--- src/rtl/prog_loader.sv ---
// prog_loader: streams bytes from a host link into the picoMIPS program
// memory. Bytes are packed MSB-first into instruction words and each word is
// written at the next address from 0. The CPU is held in reset for the
// duration of a load.
module prog_loader #(
    parameter int ADDR_WIDTH  = 6,
    parameter int INSTR_WIDTH = 24
) (
    input  logic                   clk,
    input  logic                   reset,
    input  logic                   start,
    input  logic [7:0]             in_data,
    input  logic                   in_valid,
    input  logic                   in_last,
    output logic                   in_ready,
    output logic                   we,
    output logic [ADDR_WIDTH-1:0]  waddr,
    output logic [INSTR_WIDTH-1:0] wdata,
    output logic                   cpu_hold,
    output logic                   done,
    output logic                   error,
    output logic [ADDR_WIDTH:0]    word_count
);

    localparam int BPW  = INSTR_WIDTH / 8;
    localparam int IDXW = (BPW > 1) ? $clog2(BPW) : 1;

    localparam logic [IDXW-1:0]       LAST_IDX = IDXW'(BPW - 1);
    localparam logic [IDXW-1:0]       IDX_ONE  = IDXW'(1);
    localparam logic [ADDR_WIDTH-1:0] ADDR_MAX = '1;
    localparam logic [ADDR_WIDTH-1:0] ADDR_ONE = ADDR_WIDTH'(1);
    localparam logic [ADDR_WIDTH:0]   CNT_ONE  = (ADDR_WIDTH + 1)'(1);

    typedef enum logic [1:0] {
        IDLE,
        RECV,
        WRITE,
        DONE
    } state_t;

    state_t state;
    state_t state_next;

    logic [IDXW-1:0] byte_idx;
    logic            last_word;
    logic            accept;

    // A byte is consumed only while receiving; in_ready itself is purely a
    // function of state so there is no combinational path from the stream.
    assign accept   = (state == RECV) && in_valid;
    assign in_ready = (state == RECV);
    assign we       = (state == WRITE);
    assign done     = (state == DONE);
    assign cpu_hold = (state != IDLE);

    // State register.
    always_ff @(posedge clk) begin
        if (reset) begin
            state <= IDLE;
        end else begin
            state <= state_next;
        end
    end

    // Next-state decode: a full word goes to WRITE, a stream that ends
    // mid-word aborts straight to DONE, and a write of the last address or of
    // the word carrying in_last finishes the load.
    always_comb begin
        state_next = state;
        case (state)
            IDLE: begin
                if (start) begin
                    state_next = RECV;
                end
            end
            RECV: begin
                if (accept) begin
                    if (byte_idx == LAST_IDX) begin
                        state_next = WRITE;
                    end else if (in_last) begin
                        state_next = DONE;
                    end
                end
            end
            WRITE: begin
                if (last_word || (waddr == ADDR_MAX)) begin
                    state_next = DONE;
                end else begin
                    state_next = RECV;
                end
            end
            DONE: begin
                state_next = IDLE;
            end
            default: begin
                state_next = IDLE;
            end
        endcase
    end

    // Datapath: word assembly, byte index, address, word counter and the
    // sticky error flag. The address saturates at the top of memory so a
    // full load can never wrap around onto word 0.
    always_ff @(posedge clk) begin
        if (reset) begin
            waddr      <= '0;
            wdata      <= '0;
            byte_idx   <= '0;
            last_word  <= 1'b0;
            error      <= 1'b0;
            word_count <= '0;
        end else begin
            case (state)
                IDLE: begin
                    if (start) begin
                        waddr      <= '0;
                        wdata      <= '0;
                        byte_idx   <= '0;
                        last_word  <= 1'b0;
                        error      <= 1'b0;
                        word_count <= '0;
                    end
                end
                RECV: begin
                    if (accept) begin
                        wdata <= INSTR_WIDTH'({wdata, in_data});
                        if (byte_idx == LAST_IDX) begin
                            byte_idx  <= '0;
                            last_word <= in_last;
                        end else if (in_last) begin
                            byte_idx <= '0;
                            error    <= 1'b1;
                        end else begin
                            byte_idx <= byte_idx + IDX_ONE;
                        end
                    end
                end
                WRITE: begin
                    word_count <= word_count + CNT_ONE;
                    if (waddr != ADDR_MAX) begin
                        waddr <= waddr + ADDR_ONE;
                    end
                end
                default: begin
                end
            endcase
        end
    end

endmodule

--- config.mk ---
export PLATFORM = sky130hd
export DESIGN_NAME = prog_loader
export DESIGN_NICKNAME = d
export VERILOG_FILES = /design/src/rtl/prog_loader.sv
export SDC_FILE = /design/constraint.sdc
export NUM_CORES = 1
export LEC_CHECK = 0
export ABC_AREA = 0
export ABC_CLOCK_PERIOD_IN_PS = 2400
export CORE_MARGIN = 3
export CORE_UTILIZATION = 48
export CTS_CLUSTER_DIAMETER = 200
export DETAILED_ROUTE_END_ITERATION = 10
export DONT_BUFFER_PORTS = 1
export PLACE_DENSITY_LB_ADDON = 0.3
export SLEW_MARGIN = 20
export SYNTH_ARGS = -nofsm -noshare
export SYNTH_HDL_FRONTEND = slang
export SYNTH_SLANG_ARGS = --single-unit
--- constraint.sdc ---
create_clock -name clk -period 2.4 [get_ports clk]
set_input_delay 0.48 -clock clk [delete_from_list [all_inputs] [get_ports clk]]
set_output_delay 0.48 -clock clk [all_outputs]
set_load 0.01 [all_outputs]
==> out/results.tsv <==
stage	metric	value	unit
logic_synthesis	largest cells by area after synthesis	dfxtp_1 46%, a21oi_1 9.0%, nand2_1 6.6%	
sta	Worst Skew	0.002872	ns
layout	NumNets Final	234	
logic_synthesis	asr flop ratio synth	0	%
place	number of port buffers	0	
logic_synthesis	Post-Syn Instances	226	
clock_tree	# hold bufs at CTS	0	
sta	Worst slew margin	45.12	%
routing	final wirelength	4035	um
sta	RSZ-0062 raised after global routing	no	
logic_synthesis	area leader, netlist	dfxtp_1	
worst_setup_path	CP max stage delay	0.62	ns
die	die area	4722	um^2
clock_tree	Root Buffer	clkbuf_8	
sta	Max Clk Rate	0.5480	GHz
worst_setup_path	Reg-to-Reg End	byte_idx[1]	
logic_synthesis	Unique masters post-synth	39	
sta	endpoints failing hold	0	
sta	Pins Over Slew Limit	0	
global_routing	largest net degree at the start of global routing	45	
worst_setup_path	Critical Path Start	state[1]	
logic_synthesis	Synth Flop Type	dfxtp_1	
layout	Layout area overhead	5.633	%
worst_setup_path	Reg-to-Reg Start	byte_idx[0]	
pwr	Pleak	0.0006277	uW
sta	Setup TNS	0	ns
logic_synthesis	mean post-synth cell area	8.354	um^2
die	Ports	55	
layout	commonest non-fill, non-tap cell in the layout	dfxtp_1	
layout	Util after Layout	53.67	%
clock_tree	clk sink count	43	
worst_setup_path	reg2reg path depth	5	
routing	TritonRoute pass-1 iters	4	
global_routing	vias in the first global route	1426	
pwr	VDD IR-drop max	480.0	uV
worst_setup_path	worst-path cell chain	nand2b_1, inv_2	
clock_tree	CTS max path bufs	2	
sta	Worst-Margin Slew	0.8215	ns
sta	final worst path period need	1.825	ns
place	post-DP HPWL	2665	um
pwr	PwrDens	658.1	nW/um^2
run	Max Cap Viol	0	
layout	fillcell total	362	
status	status	finished, final reports clean	
logic_synthesis	Synthesized Nets	242	
logic_synthesis	post-synthesis cell area	1888	um^2
worst_setup_path	Worst setup EP type	output pin	
routing	vias per cell	5.798	
min_path	worst min path class	in2reg	
die	Horiz. Die Dim	68.72	um
clock_tree	number of post-CTS setup repair buffers	0	
global_routing	first-pass GRT wire length	6575	um
die	Core Area	3716	um^2
worst_setup_path	FF-to-FF setup slack	0.65	ns
clock_tree	CTS tree	done	
clock_tree	Clk Latency, worst-skew pair	0.29	ns
logic_synthesis	post-synth top area share	45.59	%
global_routing	All-Layer GR Usage	18.20	%
routing	Final ANT Viol Nets	0	
worst_setup_path	CP bufs+invs	1	
worst_setup_path	arrival time worst endpoint	1.34	ns
worst_setup_path	CP max-delay cell	dfxtp_1	
layout	diode count	0	
sta	part of the cycle the worst path needs	76.04	%
global_routing	Remaining Overflow, GRT	0	
worst_setup_path	critical path depth	2	
sta	Setup violations, final	0	
routing	DR vias	1548	
routing	DR WL/cell	15.11	um
clock_tree	total CTS buffers	5	
die	row cnt	22	
layout	layout cells sized above 1	7.763	%
clock_tree	Reg clk slew, reported paths	0.09	ns
logic_synthesis	Synth warnings	0	
logic_synthesis	Synth Register Bits	43	
place	GPL Wtd Cong	0.7454	
die	Initial Util	50.81	%
sta	Hold Slack	0.2454	ns
worst_setup_path	CP required	1.92	ns
pwr	Total Power	1312	uW
worst_setup_path	family with the most delay on the worst path	flip-flops	
routing	Residual DRC	0	
worst_setup_path	Worst Setup EP	we	
clock_tree	PostCTS Resize Cnt	0	
logic_synthesis	sequential share of the synthesized area	45.59	%
routing	initial DRC count	62	
global_routing	antenna violations before repair	0	
die	Die Y	68.72	um
clock_tree	H-tree level count	2	
layout	most frequent cells in the layout	43 x dfxtp_1, 34 x a21oi_1, 33 x nand2_1, 22 x o21ai_1	
worst_setup_path	Worst Path Max Fanout	17	
worst_setup_path	Worst Setup Start Kind	flop	
logic_synthesis	number of synthesized flops with an enable pin	0	
worst_setup_path	kind of critical path	reg2out	
per-stage QoR:
stage | instance area (um^2) | setup WS (ns) | cells
floorplan | 1888 | 0.7588 | 226
global placement | 1902 | 0.6986 | 259
detailed placement | 1902 | 0.6680 | 259
CTS | 1994 | 0.5428 | 267
global route | 1994 | 0.4033 | 267
finish | 1994 | 0.5751 | 267
layer usage:
metal | GRT usage [%] | share of wire, %
met5 | 0 | 0
met4 | 3.893 | 0.55
met3 | 7.780 | 9.3
met2 | 28.13 | 44
met1 | 23.63 | 46
worst min-delay path by stage:
stage / from / to / slack, ns / cells after the start
after floorplan: last_word / last_word / 0.45 / 2
after global placement: last_word / last_word / 0.46 / 2
after detailed placement: last_word / last_word / 0.45 / 2
after CTS: reset / wdata[16] / 0.24 / 1
after global routing: reset / wdata[20] / 0.23 / 1
final: reset / wdata[16] / 0.25 / 1
area by class of cell:
cell class	instances	area, um^2	share of cell area [%]
Clock buffer	5	68.82	3.450
Tap cell	48	60.06	3.011
Clock inverter	3	23.77	1.192
Multi-Input combinational cell	159	932.1	46.74
Inverter	5	18.77	0.9410
Sequential cell	43	860.8	43.16
Timing Repair Buffer	4	30.03	1.506
worst register-to-register path: cells and delay by family (launching register included):
| kind | cells | cell delay [ns] |
|---|---|---|
| adder cells (fa/ha/maj) | 1 | 0.25 |
| flip-flops | 1 | 0.35 |
| buffers and inverters | 1 | 0.05 |
| AO/OA/AOI/OAI | 1 | 0.14 |
| AND/OR/NAND/NOR | 2 | 0.90 |
state kept, by name (all words and copies together) (netlist names):
name,cells
wdata,24
word_count,7
waddr,6
byte_idx,2
state,2
error,1
last_word,1
cell usage after synthesis, drive strengths merged, types with 2 or more instances:
cell / instances
o31ai: 2
nand3: 5
or3b: 3
clkbuf: 10
nor2: 3
buf: 9
a41oi: 2
mux2i: 5
dfxtp: 43
nor2b: 2
a31oi: 2
a21oi: 34
a211oi: 5
or4: 5
inv: 5
o211ai: 3
or3: 3
nand3b: 3
ha: 3
nand2b: 4
nand2: 33
o21ai: 27
or4b: 2
kinds of logic (layout without fill, tap and decap cells):
group,after synthesis,count (layout),share of synthesized area (%)
AO/OA/AOI/OAI,82,82,25.18
adder cells (fa/ha/maj),3,3,1.988
buffers and inverters,24,17,5.236
flip-flops,43,43,45.59
multiplexers,5,5,2.651
AND/OR/NAND/NOR,69,69,19.35
power by group:
group	switching, uW	internal (uW)	total (uW)
Clock	265	208	473
Combinational	59.9	35.7	95.7
Sequential	19.7	724	744
Power figures use the tool's default switching activity.
